<file path="src/rtl/jump_target_unit.sv">
// Jump target assembler: collects a two-byte operand via put strobes and issues a
// one-cycle absolute-jump request to PC in ABS, ABS_IF or PC-relative mode.
module jump_target_unit #(
    parameter int unsigned D = 12
) (
    input  logic         clk,
    input  logic         reset,
    input  logic         putEn,
    input  logic [7:0]   value,
    input  logic         jmpEn,
    input  logic         branchFlag,
    input  logic [D-1:0] prog_ctr,
    output logic [D-1:0] target,
    output logic         absjump_en,
    output logic         jump_taken,
    output logic         err,
    output logic [1:0]   pending
);

    typedef enum logic [1:0] {
        StEmpty = 2'd0,
        StLo    = 2'd1,
        StArmed = 2'd2
    } state_e;

    typedef enum logic [1:0] {
        ModeAbs   = 2'b00,
        ModeAbsIf = 2'b01,
        ModeRel   = 2'b10,
        ModeRsvd  = 2'b11
    } mode_e;

    state_e       state_q;
    logic [7:0]   lo_q;
    logic [3:0]   hi_q;
    mode_e        mode_q;

    logic [D-1:0] abs_target;
    logic [D-1:0] rel_target;
    logic         fire;
    logic         bad_mode;
    logic [D-1:0] fire_target;

    // value[5:4] of the second put carries no meaning.
    logic unused_value;
    assign unused_value = ^value[5:4];

    always_comb begin
        abs_target = D'({hi_q, lo_q});
        // Signed cast before widening gives the sign extension of the offset.
        rel_target = prog_ctr + D'($signed(lo_q));
    end

    // Decode of the armed jump; only consulted when jmpEn arrives in StArmed.
    always_comb begin
        fire        = 1'b0;
        bad_mode    = 1'b0;
        fire_target = abs_target;
        unique case (mode_q)
            ModeAbs: begin
                fire = 1'b1;
            end
            ModeAbsIf: begin
                fire = branchFlag;
            end
            ModeRel: begin
                fire        = 1'b1;
                fire_target = rel_target;
            end
            ModeRsvd: begin
                bad_mode = 1'b1;
            end
            default: begin
                bad_mode = 1'b1;
            end
        endcase
    end

    always_ff @(posedge clk) begin
        if (!reset) begin
            state_q    <= StEmpty;
            lo_q       <= 8'h00;
            hi_q       <= 4'h0;
            mode_q     <= ModeAbs;
            target     <= '0;
            absjump_en <= 1'b0;
            jump_taken <= 1'b0;
            err        <= 1'b0;
        end else begin
            absjump_en <= 1'b0;
            jump_taken <= 1'b0;
            err        <= 1'b0;
            if (jmpEn) begin
                // A put coinciding with the jump is dropped and flagged.
                state_q <= StEmpty;
                if (state_q == StArmed) begin
                    if (fire) begin
                        target     <= fire_target;
                        absjump_en <= 1'b1;
                        jump_taken <= 1'b1;
                    end
                    err <= bad_mode | putEn;
                end else begin
                    err <= 1'b1;
                end
            end else if (putEn) begin
                if (state_q == StLo) begin
                    mode_q  <= mode_e'(value[7:6]);
                    hi_q    <= value[3:0];
                    state_q <= StArmed;
                end else begin
                    lo_q    <= value;
                    state_q <= StLo;
                end
            end
        end
    end

    always_comb begin
        pending = 2'd0;
        unique case (state_q)
            StEmpty: pending = 2'd0;
            StLo:    pending = 2'd1;
            StArmed: pending = 2'd2;
            default: pending = 2'd0;
        endcase
    end

endmodule
</file>
<file path="config.mk">
export PLATFORM = sky130hd
export DESIGN_NAME = jump_target_unit
export DESIGN_NICKNAME = d
export VERILOG_FILES = /design/src/rtl/jump_target_unit.sv
export SDC_FILE = /design/constraint.sdc
export NUM_CORES = 1
export LEC_CHECK = 0
export CAP_MARGIN = 30
export CORE_MARGIN = 2
export CORE_UTILIZATION = 40
export DETAILED_ROUTE_END_ITERATION = 8
export PLACE_DENSITY = 0.69
export SLEW_MARGIN = 10
export SYNTH_ARGS = -nofsm -noshare
export SYNTH_HDL_FRONTEND = slang
export SYNTH_SLANG_ARGS = --single-unit
export TNS_END_PERCENT = 5
</file>
<file path="constraint.sdc">
create_clock -name clk -period 5.5 [get_ports clk]
set_clock_uncertainty 0.15 [all_clocks]
set_input_delay 1.375 -clock clk [delete_from_list [all_inputs] [get_ports clk]]
set_output_delay 1.375 -clock clk [all_outputs]
set_load 0.005 [all_outputs]
</file>
After elaboration in Yosys (flattened, before gate mapping)

Index checks and enable logic that the tools add are counted.

Add/subtract/negate cells: 1
$mul: 0
Div/mod/pow operators: 0
Magnitude comparators: 0
Eq/ne operators: 5
Shifts and indexed selects: 0
Mux-type cells: 7
Bitwise logic cells: 4
Reductions and logical operators: 8

Operators by type and width:

| cell                 | count |
|---|---|
| $add A12 B12 Y12     | 1 |
| $mux W12             | 1 |
| $reduce_and A3 Y1    | 4 |
| $eq A2 B2 Y1 const B | 3 |
| $eq A2 B1 Y1 const B | 2 |
| $pmux W2 S2          | 1 |
| $reduce_or A2 Y1     | 2 |
| $mux W1              | 3 |
| $not A1 Y1           | 3 |
| $logic_not A2 Y1     | 1 |
| $mux W2              | 1 |
| $pmux W1 S2          | 1 |
| $reduce_and A2 Y1    | 1 |
| $or A1 B1 Y1         | 1 |

Register bits after elaboration: 30
Latch bits: 0
RAM bits: 0
Bits in read-only memories: 0
Input port bits: 25
Output and inout bits: 17
Logic and storage cells: 32
Memories kept: 0

Depth between registers and ports, before layout

Gate-level depths: netlist of run 1.

Depth in word-level cells: 4
Depth in mapped cells: 9
Mapped depth without buffers: 9

Worst setup path after synthesis of run 1

Ideal clock, no wire load.

Path type: input -> register
Start: input port prog_ctr[4]
End: register target[9]
Data arrival time: 2.803 ns
Required time: 5.238 ns
Setup slack: 2.435 ns
Stages on the path: 7
Cell sequence: ha_1 a21oi_1 nand2_1 a31oi_1 o21bai_1 xnor2_1 a2111oi_1

Longest elaborated chain between the ends: 2

Ends and longest elaborated chain:

| element              | RTL line | source |
|---|---|---|
| from (decl)          | 12       | `input logic [D-1:0] prog_ctr,` |
| $add A12 B12 Y12     | 51       | `rel_target = prog_ctr + D'($signed(lo_q));` |
| $mux W12             | 59       | `unique case (mode_q)` |
| to (signal assigned) | 98       | `target <= fire_target;` |
| to (decl)            | 13       | `output logic [D-1:0] target,` |

No other way between the ends.
A chain may end at the register's enable or synchronous reset.

Final worst setup path of run 1

Same ends and word-level chain as after synthesis.

==> flow_summary_export.csv, run 1 <==
group,metric,value,unit
run_status,status,"complete, no violations",
global_routing,grt_util_met1,22.3,%
sta,worst_pin_slew,793,ps
yosys,synth_ff_type,"dfxtp_1",
yosys,synth-async-reset-ratio,0,%
yosys,ys_warn_count,0,
clocking,post-cts-setup-buffers,0,
pwr,power.density,219,mW/mm^2
pwr,p_leak,0.877,nW
critical_path,critPathMaxFanout,6,
cells_and_area,multi_input_area,0.00103,mm^2
run,maxCapViolations,0,
critical_path,critPathLaunchType,"input pin",
floorplanning,die_h,69.6,um
yosys,ys_ff_latch,30,
global_routing,top_usage_layer,"met2",
clocking,cts_resized,0,
clocking,cts_root_buf,"clkbuf_8",
clocking,insertion_delay,280,ps
clocking,cts.path.max_buffers,2,
yosys,synth_area_leaders,"dfxtp_1, mux2i_1, ha_1, a21oi_1, nor2_1",
floorplanning,row_count,23,
cells_and_area,nets,269,
yosys,yosysSeqAreaShare,34.9,%
clocking,cts_tree,"built",
placed_design,portBuffers,41,
floorplanning,start_util,42.2,%
global_routing,use_met3,4.07,%
detailed_routing,routedWlPerCell,14.4,um
floorplanning,coreArea,0.00409,mm^2
detailed_routing,ant_nets,0,
sta,timing.final.crit_period,3400,ps
sta,setup_viol,0,
detailed_routing,drcViolationCount,0,
placed_design,post-place-ws,1820,ps
detailed_routing,vias,1499,
cells_and_area,antenna_cells,0,
pwr,power,485,uW
detailed_routing,routed_wl,4030,um
cells_and_area,fillers,396,
cells_and_area,area_delta_synth_final,28.7,%
detailed_routing,avgViaCountPerCell,5.33,
global_routing,track_usage,17.3,%
global_routing,grt_pass1_wl,6820,um
yosys,synth_cell_types,48,
yosys,netlist_area,0.00172,mm^2
global_routing,antenna_found_initial,0,
critical_path,path_class,"in2reg",
placed_design,gp_congestion,0.861,
cells_and_area,drive_above_1_share,7.36,%
yosys,syn-num-nets,233,
cells_and_area,regArea,601,um^2
sta,timing.hold.ws,325,ps
clocking,postCtsHoldBufs,0,
hold_path,hold_path.class,"reg2reg",
sta,post-route-period-util,61.8,%
global_routing,grt_start_max_net_pins,25,
yosys,syn_inst,196,
sta,setup_ws,2100,ps
yosys,synth-edff-count,0,
placed_design,hpwl,2970,um
global_routing,grt-ovfl-total,0,
sta,rsz0062_at_grt,"false",
sta,finalHoldViolCount,0,
sta,fmax,294,MHz
yosys,avgSynthCellArea,8.79,um^2
clocking,clk_pin_slew_worst_paths,60,ps
critical_path,worstSetupEndpointType,"register",
sta,drv_slew,0,
floorplanning,dieArea,0.00485,mm^2
sta,finalSetupTns,0,ps
clocking,h-tree-depth,2,
clocking,cts_made_buffers,5,
global_routing,globalRouteMet2Util,28.5,%
floorplanning,ios,42,
sta,maxSlewHeadroom,47.1,%
detailed_routing,drt_iter0_markers,65,
detailed_routing,first_pass_iters,4,
yosys,synth_largest_area_cell,"dfxtp_1",
pwr,peakVddDrop,0.114,mV
global_routing,grt_pass1_vias,1489,
floorplanning,die_w,69.6,um
clocking,clock_sinks,30,
critical_path,crit_required,5510,ps
yosys,yosysTopAreaCellShare,34.9,%
critical_path,worstPathArrival,3410,ps
synthesized netlist by cell type (2+ instances only):
cell type  number
dfxtp_1        30
nor2_1         21
a21oi_1        19
mux2i_1        16
nand2_1        14
ha_1           11
o21ai_0        11
inv_1           7
xnor2_1         6
clkbuf_1        5
buf_2           4
nand3_1         4
a31oi_1         3
nor2b_1         3
xor2_1          3
a311oi_1        2
and2b_1         2
buf_4           2
nand4_1         2
nor3_1          2
o211ai_1        2
report_power, final:
part           internal (mW)  switching [mW]  leakage [nW]
clock network         0.0963          0.0789        0.0431
logic                 0.0430          0.0406         0.590
registers              0.222         0.00393         0.243
total                  0.362           0.123         0.877
metrics by stage:
| stage | util [%] | area (um^2) | instances |
|---|---|---|---|
| 2_1_floorplan | - | 1720 | 196 |
| 3_3_place_gp | 52.1 | 2130 | 274 |
| 3_5_place_dp | 52.2 | 2130 | 275 |
| 4_1_cts | 54.3 | 2220 | 281 |
| 5_1_grt | 54.3 | 2220 | 281 |
| 6_report | 54.3 | 2220 | 281 |
final cells by class:
type                            count  area share [%]
Sequential cell                    30            27.1
Inverter                            7            1.19
Timing Repair Buffer               42            18.8
Tap cell                           50            2.82
Clock buffer                        6            3.72
Multi-Input combinational cell    146            46.3
path summary, 6_finish.rpt:
path	depth (start not counted)	to	from	slack (ps)
worst max-delay path	8	target[9]$_SDFFE_PN0P_	prog_ctr[4]	2100
worst min-delay path	2	target[1]$_SDFFE_PN0P_	target[1]$_SDFFE_PN0P_	320
worst max register to register	9	target[8]$_SDFFE_PN0P_	lo_q[0]$_SDFFE_PN0P_	3270
worst min register to register	2	target[1]$_SDFFE_PN0P_	target[1]$_SDFFE_PN0P_	320
kinds of logic after synthesis:
kind of cell | synth area share, %
xor+xnor | 4.58
flops | 34.9
mux | 9.30
simple gates | 16.8
compound gates | 19.8
buf+inv | 5.52
fa+ha+maj | 9.15
registers in the layout, indices dropped and copies added, names as in the netlist:
signal      cells
target         12
lo_q            8
hi_q            4
mode_q          2
state_q         2
err             1
jump_taken      1
critical path, stage by stage:
cell             delay, ps
clkdlybuf4s50_1        410
ha_1                   390
a21oi_1                170
nand2_1                 70
a31oi_1                370
o21bai_1               160
xnor2_1                140
a2111oi_1              320
cell usage in the layout (no fill, tap or decap), drive strengths merged:
master,netlist,layout
nor4,1,1
a311oi,3,3
inv,7,7
a221oi,2,2
o221ai,1,1
dfxtp,30,30
mux2i,16,16
and3,2,2
o311ai,1,1
o21a,1,1
nor2b,5,5
a21oi,20,20
a41oi,1,1
o211ai,2,2
clkbuf,5,6
clkdlybuf4s50,0,41
and3b,1,1
nand2b,1,1
o21bai,1,1
o2111ai,1,1
or3b,1,1
nand3,5,5
a21o,1,1
nor2,21,21
xnor2,6,6
a31oi,3,3
buf,8,1
ha,11,11
o21ai,12,12
a2111oi,2,2
nand2,14,14
xor2,3,3
nor3,2,2
and2b,2,2
fa,1,1
nand4,2,2
or3,1,1
metal layers:
metal  part of all wire, %  up-vias
met5                     0        -
met4                   1.8        0
met3                   5.4       11
met2                    46       46
met1                    47      674
li1                      -      768
(Power assumes the default switching activity.)
==> run 2, diff against run 1 <==
PLACE_DENSITY = 0.71   (was 0.69)
clock period = 3.05 ns   (was 5.5 ns; I/O delays follow)
==> run 2 against run 1 <==
Effect of this change: sequential power is 81% higher; critical endpoint is now target[8]$_SDFFE_PN0P_; wire length increased by 2.5%; largest power group unchanged; final cell count is 3.6% higher; non-clock buffer count increased by 8.
==> flow_summary_export.csv, run 2 (synthesis results as in run 1) <==
group,metric,value,unit
sta,worst_pin_slew,777,ps
global_routing,grt_pass1_vias,1488,
sta,post-route-period-util,90.1,%
cells_and_area,largest_reg_flops,12,
cells_and_area,antenna_cells,0,
pwr,power.density,393,mW/mm^2
critical_path,cp_top_family,"adder cells",
cells_and_area,largest_register,"target",
global_routing,track_usage,18.1,%
clocking,cts_root_buf,"clkbuf_8",
detailed_routing,avgViaCountPerCell,5.30,
placed_design,gp_congestion,0.835,
pwr,p_leak,0.919,nW
global_routing,antenna_found_initial,0,
cells_and_area,final_cell_mix,"clkdlybuf4s50_1, dfxtp_1, nor2_1",
clocking,cts_made_buffers,5,
detailed_routing,first_pass_iters,4,
detailed_routing,routedWlPerCell,14.2,um
critical_path,regToRegEndpoint,"target[8]$_SDFFE_PN0P_",
clocking,cts.path.max_buffers,2,
clocking,h-tree-depth,2,
clocking,post-cts-setup-buffers,0,
detailed_routing,routed_wl,4140,um
floorplanning,coreArea,0.00409,mm^2
sta,fmax,364,MHz
critical_path,critPathLaunch,"prog_ctr[0]",
placed_design,hpwl,3010,um
critical_path,critPathMaxStageDelay,460,ps
critical_path,worstPathArrival,2780,ps
placed_design,portBuffers,41,
pwr,peakVddDrop,0.171,mV
cells_and_area,multi_input_area,0.00103,mm^2
run_status,status,"complete, no violations",
clocking,cts_tree,"built",
critical_path,crit_path_cell_trace,"clkdlybuf4s50_1 -> ha_1 -> inv_1 -> fa_1 -> nor2b_4 -> o2111ai_2 -> nand3_2 -> a31oi_1 -> xor2_1 -> a311oi_1",
critical_path,ff2ff_setup_slack,870,ps
sta,finalHoldViolCount,0,
sta,finalSetupTns,0,ps
hold_path,hold_path.class,"reg2reg",
critical_path,worstSetupEndpointType,"register",
clocking,clock_sinks,30,
global_routing,grt_pass1_wl,7120,um
sta,timing.final.crit_period,2750,ps
critical_path,path_depth,10,
cells_and_area,final_common_cell,"clkdlybuf4s50_1",
cells_and_area,fillers,403,
floorplanning,row_count,23,
pwr,power,899,uW
cells_and_area,regArea,601,um^2
detailed_routing,vias,1543,
critical_path,critPathMaxFanout,3,
clocking,postCtsHoldBufs,0,
clocking,clk_pin_slew_worst_paths,70,ps
critical_path,cp-endpoint,"target[8]$_SDFFE_PN0P_",
critical_path,critPathLaunchType,"input pin",
critical_path,crit_required,3090,ps
floorplanning,dieArea,0.00485,mm^2
cells_and_area,area_delta_synth_final,32.7,%
critical_path,worstReg2RegStart,"lo_q[0]$_SDFFE_PN0P_",
critical_path,slowest_stage,"clkdlybuf4s50_1",
cells_and_area,reg_top3,"target (12), lo_q (8), hi_q (4)",
sta,rsz0062_at_grt,"false",
global_routing,grt-ovfl-total,0,
critical_path,path_class,"in2reg",
cells_and_area,nets,277,
sta,drv_slew,0,
clocking,cts_resized,0,
critical_path,reg2reg_depth,9,
floorplanning,die_w,69.6,um
detailed_routing,ant_nets,0,
cells_and_area,drive_above_1_share,10.8,%
floorplanning,die_h,69.6,um
sta,maxSlewHeadroom,48.2,%
clocking,insertion_delay,280,ps
run,maxCapViolations,0,
critical_path,crit_buf_inv,2,
floorplanning,ios,42,
global_routing,grt_start_max_net_pins,24,
floorplanning,start_util,42.2,%
detailed_routing,drt_iter0_markers,53,
detailed_routing,drcViolationCount,0,
sta,setup_viol,0,
## run 2: changes by cell type in the layout (fill, tap and decap cells not counted)
| cell | previous run | this run |
|---|---|---|
| buf_4 | 1 | 9 |
| clkinv_2 | 0 | 1 |
| clkbuf_1 | 0 | 1 |
## run 2: how the worst min path moves through the flow
| stage | from | end | slack, ps | cells after the start |
|---|---|---|---|---|
| CTS | target[1]$_SDFFE_PN0P_ | target[1]$_SDFFE_PN0P_ | 310 | 2 |
| floorplan | target[1]$_SDFFE_PN0P_ | target[1]$_SDFFE_PN0P_ | 300 | 2 |
| finish | target[1]$_SDFFE_PN0P_ | target[1]$_SDFFE_PN0P_ | 310 | 2 |
| global route | target[1]$_SDFFE_PN0P_ | target[1]$_SDFFE_PN0P_ | 350 | 2 |
| global placement | target[1]$_SDFFE_PN0P_ | target[1]$_SDFFE_PN0P_ | 290 | 2 |
| detailed placement | target[1]$_SDFFE_PN0P_ | target[1]$_SDFFE_PN0P_ | 300 | 2 |
## run 2: final cells by class
cell class,count,share of cell area [%]
clock buffer,7,3.78
clock inverter,1,0.219
inverter,7,1.15
multi-input combinational,146,44.9
sequential,30,26.3
tap,50,2.74
timing repair buffer,50,20.9
## run 2: where the power goes
group          total (mW)  internal (mW)  switching, mW
logic               0.158         0.0839         0.0743
registers           0.408          0.401        0.00739
clock network       0.332          0.182          0.150
## run 2: routing by layer
layer	wire [um]	GRT usage, %	up-vias	part of all wire [%]
met5	0	0	-	0
met2	1860	27.9	44	45
met4	56	5.77	0	1.4
li1	-	-	782	-
met3	216	4.22	6	5.2
met1	2010	25.0	711	48
## run 2: stage by stage
| stage | hold slack [ps] | area, um^2 | setup slack (ps) | util, % | std cells |
|---|---|---|---|---|---|
| after floorplan | 298 | 1720 | 597 | - | 196 |
| after global placement | 290 | 2190 | 51.7 | 53.7 | 283 |
| after detailed placement | 301 | 2190 | -12.6 | 53.7 | 283 |
| after CTS | 311 | 2290 | 283 | 55.9 | 291 |
| after global routing | 355 | 2290 | 94.7 | 55.9 | 291 |
| final | 309 | 2290 | 302 | 55.9 | 291 |
## run 2: worst reg2reg max path: cells and delay by family, from the launching register on
| kind | cells | cell delay [ps] |
|---|---|---|
| adder cells (fa/ha/maj) | 2 | 610 |
| XOR/XNOR | 1 | 160 |
| flip-flops | 1 | 360 |
| AO/OA/AOI/OAI | 3 | 460 |
| AND/OR/NAND/NOR | 2 | 300 |
| buffers and inverters | 1 | 60 |
==> run 3, diff against run 2 <==
CORE_MARGIN = default   (was 2)
clock period = 2.5 ns   (was 3.05 ns; I/O delays follow)
==> run 3 against run 2 <==
Effect of this change: final cell count is 5.2% higher; via count rose by 2.5%; first-iteration DRC count is 28% higher; critical path type unchanged; largest cell class unchanged; highest routed layer unchanged.
==> flow_summary_export.csv, run 3 (synthesis results as in run 1) <==
group,metric,value,unit
clocking,clock_sinks,30,
critical_path,critPathMaxStageDelay,410,ps
cells_and_area,reg_top3,"target (12), lo_q (8), hi_q (4)",
critical_path,worstReg2RegStart,"lo_q[0]$_SDFFE_PN0P_",
placed_design,post-place-ws,-350,ps
global_routing,grt_pass1_wl,6900,um
critical_path,critPathLaunch,"prog_ctr[2]",
placed_design,placedCellCount,297,
detailed_routing,drt_iter0_markers,68,
sta,setup_viol,0,
cells_and_area,nets,293,
cells_and_area,area_delta_synth_final,41.5,%
critical_path,worstSetupEndpointType,"register",
global_routing,globalRouteMet2Util,33.8,%
sta,maxSlewHeadroom,55.9,%
sta,finalSetupTns,0,ps
clocking,postCtsHoldBufs,0,
run,maxCapViolations,0,
sta,timing.final.crit_period,2390,ps
global_routing,antenna_found_initial,0,
clocking,cts.path.max_buffers,2,
run_status,status,"complete, no violations",
global_routing,grt-ovfl-total,0,
floorplanning,start_util,42.5,%
critical_path,critPathMaxFanout,4,
floorplanning,ios,42,
placed_design,place_area,0.00231,mm^2
floorplanning,die_h,67.6,um
detailed_routing,avgViaCountPerCell,5.17,
clocking,insertion_delay,280,ps
placed_design,hpwl,3140,um
floorplanning,row_count,23,
critical_path,path_class,"in2reg",
sta,finalHoldViolCount,0,
global_routing,grt_util_met1,26.0,%
clocking,clk_pin_slew_worst_paths,60,ps
cells_and_area,final_cell_mix,"clkdlybuf4s50_1, dfxtp_1, buf_4",
sta,drv_slew,0,
critical_path,ff2ff_setup_slack,430,ps
detailed_routing,routedWlPerCell,13.8,um
sta,post-route-period-util,95.6,%
detailed_routing,vias,1581,
sta,worst_pin_slew,661,ps
floorplanning,dieArea,0.00457,mm^2
global_routing,top_usage_layer,"met2",
global_routing,use_met3,4.22,%
clocking,h-tree-depth,2,
pwr,power.density,445,mW/mm^2
cells_and_area,stdcell_area,0.00244,mm^2
critical_path,crit_path_cell_trace,"clkdlybuf4s50_1 -> ha_1 -> nor2b_2 -> a31oi_1 -> buf_4 -> o21bai_1 -> xnor2_1 -> a2111oi_2",
critical_path,slowest_stage,"clkdlybuf4s50_1",
sta,fmax,419,MHz
pwr,p_leak,1.02,nW
detailed_routing,first_pass_iters,4,
cells_and_area,final_util,60.1,%
cells_and_area,largest_register,"target",
critical_path,reg2reg_depth,9,
critical_path,worstPathArrival,2420,ps
cells_and_area,final_common_cell,"clkdlybuf4s50_1",
cells_and_area,antenna_cells,0,
clocking,cts_made_buffers,5,
global_routing,grt_pass1_vias,1521,
clocking,cts_tree,"built",
clocking,cts_root_buf,"clkbuf_8",
cells_and_area,fin_cells,306,
floorplanning,die_w,67.6,um
critical_path,cp-endpoint,"target[9]$_SDFFE_PN0P_",
global_routing,grt_start_max_net_pins,18,
placed_design,gp_congestion,0.894,
pwr,peakVddDrop,0.251,mV
critical_path,crit_required,2530,ps
detailed_routing,routed_wl,4240,um
critical_path,critPathLaunchType,"input pin",
cells_and_area,drive_above_1_share,18.0,%
global_routing,track_usage,20.7,%
placed_design,portBuffers,41,
hold_path,hold_path.class,"reg2reg",
detailed_routing,drcViolationCount,0,
detailed_routing,ant_nets,0,
floorplanning,coreArea,0.00406,mm^2
cells_and_area,largest_reg_flops,12,
sta,setup_ws,111,ps
critical_path,regToRegEndpoint,"target[10]$_SDFFE_PN0P_",
[run 3: stage by stage]
step | total power, mW | hold slack (ps)
after floorplan | 0.623 | 298
after global placement | 0.721 | 290
after detailed placement | 0.723 | 301
after CTS | 1.10 | 310
after global routing | 1.15 | 360
final | 1.09 | 311
[run 3: repair_timing]
item                                    4_1_cts  5_1_grt
endpoints found under the setup margin        2        6
pin swaps                                     0       14
buffers inserted                              0        2
endpoints found under the hold margin         0        0
gates resized for setup                       1        8
[run 3: power by group]
group	switching (mW)	internal [mW]	leakage [nW]	total, mW
sequential	0.00935	0.489	0.243	0.499
clock	0.174	0.191	0.0383	0.365
combinational	0.0977	0.124	0.735	0.222
total	0.281	0.805	1.02	1.09
[run 3: per-layer routing]
layer	routed length, um	vias to the layer above
li1	-	816
met1	2010	723
met2	1980	37
met3	182	5
met4	63	0
met5	0	-
[run 3: area by class of cell]
cell class	count	area (um^2)
Fill cell	377	1620
Multi-Input combinational cell	146	1050
Timing Repair Buffer	66	618
Sequential cell	30	601
Clock buffer	7	76.3
Tap cell	50	62.6
Inverter	7	26.3
[run 3: how the worst min path moves through the flow]
stage                            from                     end  slack (ps)  cells past startpoint
2_1_floorplan  target[1]$_SDFFE_PN0P_  target[1]$_SDFFE_PN0P_         300                      2
3_3_place_gp   target[1]$_SDFFE_PN0P_  target[1]$_SDFFE_PN0P_         290                      2
3_5_place_dp   target[1]$_SDFFE_PN0P_  target[1]$_SDFFE_PN0P_         300                      2
4_1_cts        target[1]$_SDFFE_PN0P_  target[1]$_SDFFE_PN0P_         310                      2
5_1_grt          hi_q[0]$_SDFFE_PN0P_    hi_q[0]$_SDFFE_PN0P_         360                      2
6_report       target[1]$_SDFFE_PN0P_  target[1]$_SDFFE_PN0P_         310                      2
[run 3: worst max-delay path, delay by kind of cell]
kind	cells	cell delay (ps)
buffers and inverters	2	570
AO/OA/AOI/OAI	3	610
adder cells (fa/ha/maj)	1	290
AND/OR/NAND/NOR	1	170
XOR/XNOR	1	150
